===== src/rtl/jpeg_dec_pkg.sv =====
// Shared JPEG decode-path definitions: block size, coefficient index type
// and the zig-zag-position to raster-position table.
package jpeg_dec_pkg;

  localparam int BLK_SZ = 64;

  typedef logic [5:0] coef_idx_t;

  // ZZ2RAS[k] is the raster index (row*8+col) of zig-zag position k.
  // It is the inverse of the encoder's raster-to-zig-zag table.
  localparam coef_idx_t ZZ2RAS [BLK_SZ] = '{
    6'd0,  6'd1,  6'd8,  6'd16, 6'd9,  6'd2,  6'd3,  6'd10,
    6'd17, 6'd24, 6'd32, 6'd25, 6'd18, 6'd11, 6'd4,  6'd5,
    6'd12, 6'd19, 6'd26, 6'd33, 6'd40, 6'd48, 6'd41, 6'd34,
    6'd27, 6'd20, 6'd13, 6'd6,  6'd7,  6'd14, 6'd21, 6'd28,
    6'd35, 6'd42, 6'd49, 6'd56, 6'd57, 6'd50, 6'd43, 6'd36,
    6'd29, 6'd22, 6'd15, 6'd23, 6'd30, 6'd37, 6'd44, 6'd51,
    6'd58, 6'd59, 6'd52, 6'd45, 6'd38, 6'd31, 6'd39, 6'd46,
    6'd53, 6'd60, 6'd61, 6'd54, 6'd47, 6'd55, 6'd62, 6'd63
  };

  // Swap row and column fields of a 6-bit block index.
  function automatic coef_idx_t transpose_idx(input coef_idx_t idx);
    return {idx[2:0], idx[5:3]};
  endfunction

endpackage


===== src/rtl/izz_bank_ram.sv =====
// Two-bank 64-entry coefficient store: one write port, one registered read
// port. Address bit 6 selects the bank. The read register is reset so the
// block output reads zero out of reset.
module izz_bank_ram #(
  parameter int DATA_W = 12
) (
  input  logic                     clk,
  input  logic                     rst,
  input  logic                     we_i,
  input  logic [6:0]               waddr_i,
  input  logic signed [DATA_W-1:0] wdata_i,
  input  logic                     re_i,
  input  logic [6:0]               raddr_i,
  output logic signed [DATA_W-1:0] rdata_o
);

  logic signed [DATA_W-1:0] mem_q [128];
  logic signed [DATA_W-1:0] rdata_q;

  // Storage array write; contents are don't-care until a block is written.
  always_ff @(posedge clk) begin
    if (we_i) mem_q[waddr_i] <= wdata_i;
  end

  // Registered read; holds its value while no read is issued.
  always_ff @(posedge clk or posedge rst) begin
    if (rst)       rdata_q <= '0;
    else if (re_i) rdata_q <= mem_q[raddr_i];
  end

  assign rdata_o = rdata_q;

endmodule


===== src/rtl/izigzag_reorder.sv =====
// Inverse zig-zag reorder, ping-pong buffered, 1 coefficient/cycle.
// Zig-zag ordered coefficients are scattered into a bank at their raster
// address; a full bank is drained sequentially through a 1-cycle read.
// Build option IZZ_TRANSPOSE_EN: drain in column-major order instead of
// row-major, with identical timing and handshake.
module izigzag_reorder
  import jpeg_dec_pkg::*;
#(
  parameter int DATA_W = 12,
  parameter int NBANK  = 2
) (
  input  logic                     clk,
  input  logic                     rst,
  input  logic                     in_valid,
  output logic                     in_ready,
  input  logic signed [DATA_W-1:0] in_data,
  output logic                     out_valid,
  input  logic                     out_ready,
  output logic signed [DATA_W-1:0] out_data,
  output logic                     out_sob,
  output logic                     out_eob
);

  if (NBANK != 2) begin : g_nbank_check
    $error("izigzag_reorder: NBANK must be 2");
  end

  coef_idx_t  wr_cnt_q, wr_cnt_d;
  coef_idx_t  rd_cnt_q, rd_cnt_d;
  logic       wr_bank_q, wr_bank_d;
  logic       rd_bank_q, rd_bank_d;
  logic [1:0] full_q, full_d;
  logic       ov_q, ov_d;
  logic       sob_q, sob_d;
  logic       eob_q, eob_d;

  logic       wr_fire;
  logic       rd_fire;
  coef_idx_t  rd_idx;

  assign in_ready = !full_q[wr_bank_q];
  assign wr_fire  = in_valid && in_ready;
  // Fetch when a block is ready and the output register is free or draining.
  assign rd_fire  = full_q[rd_bank_q] && (!ov_q || out_ready);

`ifdef IZZ_TRANSPOSE_EN
  assign rd_idx = transpose_idx(rd_cnt_q);
`else
  assign rd_idx = rd_cnt_q;
`endif

  // Next-state for counters, bank pointers, full flags and output flags.
  always_comb begin
    wr_cnt_d  = wr_cnt_q;
    rd_cnt_d  = rd_cnt_q;
    wr_bank_d = wr_bank_q;
    rd_bank_d = rd_bank_q;
    full_d    = full_q;
    ov_d      = ov_q;
    sob_d     = sob_q;
    eob_d     = eob_q;

    if (wr_fire) begin
      wr_cnt_d = wr_cnt_q + 6'd1;
      if (wr_cnt_q == 6'd63) begin
        full_d[wr_bank_q] = 1'b1;
        wr_bank_d         = !wr_bank_q;
      end
    end

    // The drained bank is never the bank being written, so a fill and a
    // drain-complete in the same cycle touch different flags.
    if (rd_fire) begin
      rd_cnt_d = rd_cnt_q + 6'd1;
      ov_d     = 1'b1;
      sob_d    = (rd_cnt_q == 6'd0);
      eob_d    = (rd_cnt_q == 6'd63);
      if (rd_cnt_q == 6'd63) begin
        full_d[rd_bank_q] = 1'b0;
        rd_bank_d         = !rd_bank_q;
      end
    end else if (ov_q && out_ready) begin
      ov_d  = 1'b0;
      sob_d = 1'b0;
      eob_d = 1'b0;
    end
  end

  // Control state register; reset discards all buffered and partial blocks.
  always_ff @(posedge clk or posedge rst) begin
    if (rst) begin
      wr_cnt_q  <= '0;
      rd_cnt_q  <= '0;
      wr_bank_q <= 1'b0;
      rd_bank_q <= 1'b0;
      full_q    <= '0;
      ov_q      <= 1'b0;
      sob_q     <= 1'b0;
      eob_q     <= 1'b0;
    end else begin
      wr_cnt_q  <= wr_cnt_d;
      rd_cnt_q  <= rd_cnt_d;
      wr_bank_q <= wr_bank_d;
      rd_bank_q <= rd_bank_d;
      full_q    <= full_d;
      ov_q      <= ov_d;
      sob_q     <= sob_d;
      eob_q     <= eob_d;
    end
  end

  izz_bank_ram #(
    .DATA_W (DATA_W)
  ) u_ram (
    .clk     (clk),
    .rst     (rst),
    .we_i    (wr_fire),
    .waddr_i ({wr_bank_q, ZZ2RAS[wr_cnt_q]}),
    .wdata_i (in_data),
    .re_i    (rd_fire),
    .raddr_i ({rd_bank_q, rd_idx}),
    .rdata_o (out_data)
  );

  assign out_valid = ov_q;
  assign out_sob   = sob_q;
  assign out_eob   = eob_q;

endmodule


===== config.mk =====
export PLATFORM = sky130hd
export DESIGN_NAME = izigzag_reorder
export DESIGN_NICKNAME = d
export VERILOG_FILES = /design/src/rtl/jpeg_dec_pkg.sv /design/src/rtl/izz_bank_ram.sv /design/src/rtl/izigzag_reorder.sv
export SDC_FILE = /design/constraint.sdc
export NUM_CORES = 2
export LEC_CHECK = 0
export CORE_ASPECT_RATIO = 1.5
export CORE_MARGIN = 4
export CORE_UTILIZATION = 26
export DETAILED_ROUTE_END_ITERATION = 8
export GPL_TIMING_DRIVEN = 0
export PLACE_DENSITY = 0.39
export SYNTH_ARGS = -nofsm -noshare
export SYNTH_HDL_FRONTEND = slang
export SYNTH_SLANG_ARGS = --single-unit
export TNS_END_PERCENT = 30

===== constraint.sdc =====
create_clock -name clk -period 10 [get_ports clk]
set_input_delay 2 -clock clk [delete_from_list [all_inputs] [get_ports clk]]
set_output_delay 2 -clock clk [all_outputs]
set_load 0.005 [all_outputs]

* After elaboration in Yosys (flattened, before gate mapping)
Memories as Yosys holds them, arrays and structs flattened. A register that Yosys moved wholly into a read port is not among the register bits.
Index checks and enable logic that the tools add are counted.
** Word-level totals
- Register bits :: 19
- Memory bits (writable) :: 1536
- ROM bits :: 384
- Logic and storage cells :: 57
- Memories :: 2
** Operators by class
- Add/sub/neg operators :: 2
- Magnitude comparators :: 5
- Eq/ne operators :: 2
- Muxes and demuxes :: 20
- Bitwise gates (word level) :: 4
- Reductions and logical operators :: 14
** Memories
- u_ram.mem_q :: words 128, bits a word 12, read ports 1, clocked after memory_dff 1, write ports 1, RTL line izz_bank_ram.sv:17 : logic signed [DATA_W-1:0] mem_q [128];
- (name not given) :: words 64, bits a word 6, read ports 1, clocked after memory_dff 0, write ports 0, RTL line izigzag_reorder.sv:118 : .waddr_i ({wr_bank_q, ZZ2RAS[wr_cnt_q]}),
** Operators with widths (count)
- 6-bit by 1-bit adder with 6-bit output, second input constant :: 2
- 6-bit equality test, second input constant :: 2
- 1-bit 2-to-1 mux :: 12
- 6-bit 2-to-1 mux :: 2
- 2-bit 2-to-1 mux :: 4
- 7-bit >= comparator, second input constant :: 1
- 6-bit inverter with 7-bit output :: 1
- 6-bit logical NOT :: 1
- 1-bit logical AND :: 5
- 1-bit logical NOT :: 4
- 1-bit by 2-bit less-than comparator with 1-bit output, second input constant :: 2
- 2-bit AND reduction :: 2
- 2-bit AND :: 1
- 1-bit demux with 1-bit select :: 2
- 1-bit >= comparator, second input constant :: 2
- 2-bit inverter :: 1
- 2-bit OR :: 1
- 2-bit nonzero test :: 1
- 1-bit logical OR :: 1

* Depth between registers and ports, before layout
- Word-level depth :: 10
- Gate-level depth with buffers :: 12
- Gate-level depth less buffers :: 9

* Cells and area by module
From an unflattened synthesis, not the netlist that was laid out.
** Unflattened totals
- Cells, all modules :: 2924
- Area total of the unflattened synthesis :: 61731.7 um2
** By module, submodules not included
- izz_bank_ram :: times used 1, cells an instance 2745, area each 60105.1 um2, sequential area each 46424.5 um2
- izigzag_reorder :: times used 1, cells an instance 179, area each 1626.6 um2, sequential area each 475.5 um2

* Least setup slack after synthesis
OpenSTA, ideal clock, no wires.
- Kind :: input to register
- From :: input port in_valid
- To :: memory u_ram.mem_q[94][0], enable pin
- Arrival :: 3.658 ns
- Required time :: 9.604 ns
- Slack :: 5.945 ns
- Stages on the path :: 6
- Cells stage by stage :: and2_1 buf_2 nand3_1 or2_1 buf_2 nor3_1
** On the way
- Word-level cells in the longest chain between the ends :: 3
** Ends and longest elaborated chain
- start: declaration :: RTL line izigzag_reorder.sv:14 : input logic in_valid,
- 1-bit logical AND :: RTL line izigzag_reorder.sv:42 : assign wr_fire = in_valid && in_ready;
- 1-bit 2-to-1 mux :: RTL line izz_bank_ram.sv:22 : if (we_i) mem_q[waddr_i] <= wdata_i;
- 1-bit 2-to-1 mux (not written as such) :: RTL line izz_bank_ram.sv:22
- end: declaration :: RTL line izz_bank_ram.sv:17
No other way between the ends.

* Worst setup path in the final report
- From :: register wr_cnt_q[2]
- To :: memory u_ram.mem_q[16][3], enable pin
** On the way
- Word-level cells in the longest chain between the ends :: 4
** Ends and longest elaborated chain
- start: declaration :: RTL line izigzag_reorder.sv:28 : coef_idx_t wr_cnt_q, wr_cnt_d;
- start signal: assignment :: RTL line izigzag_reorder.sv:101 : wr_cnt_q <= wr_cnt_d;
- 6-bit inverter with 7-bit output (not written as such) :: RTL line izigzag_reorder.sv:118
- memory read 64 x 6 bit
- 6-bit 2-to-1 mux (not written as such) (2 in series) :: RTL line izigzag_reorder.sv:118
No other way between the ends. The select of a mux whose other input is x is not followed.

==> impl_metrics.py <==
metrics = {
    "status": {
        "status": "complete, but fails checks",
        "violations": "capacitance limit, slew limit",
    },
    "route": {
        "dr_total_vias": 33500,
        "drt-met1-wl_um": 98900,
        "wl_met2_um": 136000,
        "wl_per_cell_um": 41.3,
        "wl_um": 267000,
        "firstDrtPassIters": 5,
        "ant_nets": 0,
        "via_per_inst": 5.19,
        "first_iter_violations": 4047,
        "wl_met3_um": 14400,
        "topRoutingLayerUsed": "met5",
        "drc": 0,
    },
    "critical_path": {
        "cp-endpoint": "u_ram.mem_q[16][3]",
        "worstPathRequired_ns": 10.42,
        "cp_slowest_cell": "nor2_1",
        "cp-start-kind": "register",
        "critPathMaxStageDelay_ns": 1.16,
        "crit_chain": "inv_1 -> clkbuf_1 -> ha_1 -> o21ai_0 -> mux4_2 -> a211oi_2 -> nand3b_2 -> buf_2 -> nor2_1",
        "r2r-end": "u_ram.mem_q[16][3]",
        "crit_path_end_kind": "register",
        "critical_path_class": "register to register",
        "rrSetupSlack_ns": 4.45,
        "critPathMaxFanout": 15,
        "arrival_ns": 5.97,
        "reg2reg_depth": 9,
        "worstSetupStartpoint": "wr_cnt_q[2]",
        "r2r_start": "wr_cnt_q[2]",
    },
    "final_layout": {
        "final_util": 0.310,
        "syn_to_final_growth_pct": 18.3,
        "nets": 3284,
        "multi_input_area_um2": 14000,
        "nFillCells": 22700,
        "regArea_um2": 46900,
        "drive_gt1_frac": 0.286,
    },
    "synth": {
        "yosys-top-cells-area": "edfxtp_1, mux4_2, mux2i_1",
        "synthMostInstantiatedCell": "edfxtp_1",
        "synth.distinct_cells": 80,
        "synth_edf_count": 1536,
        "netlist.area_leader.share": 0.748,
        "ys_seq_area_frac": 0.761,
        "synthCells": 2947,
        "async_flop_share": 0.0198,
        "ys_warn_count": 0,
        "synth_nets": 2983,
        "synth_area_um2": 61600,
        "synth_top_area_cell": "edfxtp_1",
        "synth_area_per_cell_um2": 20.9,
        "synth_common_cells": "edfxtp_1, mux4_2, nor2_1",
        "ys_ff_latch": 1567,
        "ys.flop_type": "edfxtp_1",
    },
    "timing": {
        "skew_ns": 0.0464,
        "timing.fmax_mhz": 180,
        "relSlewSlack": -0.0773,
        "setup_violations": 0,
        "rsz0062_at_grt": "false",
        "fin_crit_ns": 5.55,
        "worst_pin_slew_ns": 1.62,
        "hold_viol_final": 0,
        "slew_viol_final": 29,
        "final.period_utilization": 0.555,
        "finalSetupTns_ns": 0,
    },
    "placed_design": {
        "dp_hpwl_um": 181000,
        "place.port_buffers": 31,
        "gp_congestion": 0.937,
    },
    "worst_hold_path": {
        "hp-class": "register to register",
        "hp-start": "full_q[0]",
    },
    "floorplan": {
        "die-area_um2": 245000,
        "row_count": 218,
        "io_pins": 32,
        "start_util": 0.262,
        "fp.coreArea_um2": 235000,
        "die_w_um": 406,
        "chipHeight_um": 604,
    },
    "clock_tree": {
        "clock-root-buffer": "clkbuf_16",
        "clockBufferDepth": 4,
        "postCtsHoldBufs": 0,
        "cts_tree": "built",
        "post_cts_resized": 0,
        "clk_latency_ns": 0.85,
        "path_clk_slew_ns": 0.06,
        "cts_buffers": 163,
        "h-tree-depth": 4,
        "postCtsSetupBuffers": 0,
        "clkSinkCount": 1567,
    },
    "global_routing": {
        "grt_pass1_wl_um": 344000,
        "overflow": 0,
        "first_global_vias": 33600,
        "grt_max_degree": 109,
        "antenna_found_initial": 20,
        "track_usage": 0.214,
    },
    "pwr": {
        "peakVddDrop_mv": 0.202,
        "leakagePower_nw": 22.5,
        "power.density_nw_per_um2": 295,
    },
    "flow_run": {
        "drv_cap": 3,
    },
}
## report_power, final
part / switching [mW] / internal (mW) / leakage [nW]
registers: 0.136 / 7.51 / 14.2
clock network: 2.65 / 3.30 / 2.43
logic: 5.59 / 2.36 / 5.88
## stage by stage
stage          instance area, µm²  cells  worst slack, ns  total power, mW  hold WS (ns)
2_1_floorplan               61600   2947             5.95             11.4         0.481
3_3_place_gp                65800   6058             1.96             15.6         0.503
3_5_place_dp                67900   6161             3.64             15.7         0.504
4_1_cts                     72900   6445             4.54             21.6         0.523
5_1_grt                     72900   6448             4.41             22.0         0.579
6_report                    72900   6452             4.45             21.5         0.523
## area by class of cell
cell class | count | area share
Antenna cell | 5 | 0.000172
Timing Repair Buffer | 136 | 0.0292
Sequential cell | 1567 | 0.643
Buffer | 172 | 0.0148
Tap cell | 3080 | 0.0528
Clock inverter | 78 | 0.00837
Inverter | 15 | 0.000772
Multi-Input combinational cell | 1193 | 0.191
Clock buffer | 206 | 0.0594
## metal layers
layer	GRT usage	up-vias
met3	0.0316	461
li1	-	12900
met5	0	-
met4	0.113	2
met1	0.252	18600
met2	0.378	1464
## flip-flops by register name, indices dropped and copies added, names as in the netlist
signal,cells
full_q,2
out_eob,1
out_sob,1
out_valid,1
rd_bank_q,1
rd_cnt_q,6
u_ram.mem_q,1536
u_ram.rdata_o,12
wr_bank_q,1
wr_cnt_q,6
## kinds of logic (layout without fill, tap and decap cells)
group | Yosys count | count (layout) | share of synthesized area
adders and majority gates | 20 | 20 | 0.00406
DFF | 1567 | 1567 | 0.761
xor gates and xnor gates | 12 | 12 | 0.00171
and+or+nand+nor | 353 | 353 | 0.0271
muxes | 480 | 480 | 0.150
buffers and inverters | 187 | 607 | 0.0178
other | 0 | 5 | 0
AOI/OAI and AO/OA | 328 | 328 | 0.0380
## layout by cell type (no fill, tap or decap), drive strengths merged, types with 32 or more instances in the layout
master	n
nand3	40
mux2i	119
clkinv	62
nor2	153
nand2	58
a22oi	80
a21oi	51
edfxtp	1536
mux4	357
o21ai	32
buf	244
clkbuf	251
## worst min-delay path by stage
stage                     end  slack [ns]  depth (start not counted)
global route          out_eob        0.58                          2
CTS                 full_q[0]        0.52                          1
detailed placement    out_eob        0.50                          2
floorplan           full_q[0]        0.48                          1
global placement    full_q[0]        0.50                          1
finish              full_q[0]        0.52                          1
## critical path, delay by kind of cell, from the launching register on
family	cells	cell delay [ns]
AND/OR/NAND/NOR	2	1.59
AO/OA/AOI/OAI	2	0.78
flip-flops	1	0.53
buffers and inverters	3	1.33
multiplexers	1	0.63
adder cells (fa/ha/maj)	1	0.30
Note: power is estimated with default switching activity, not from simulation.
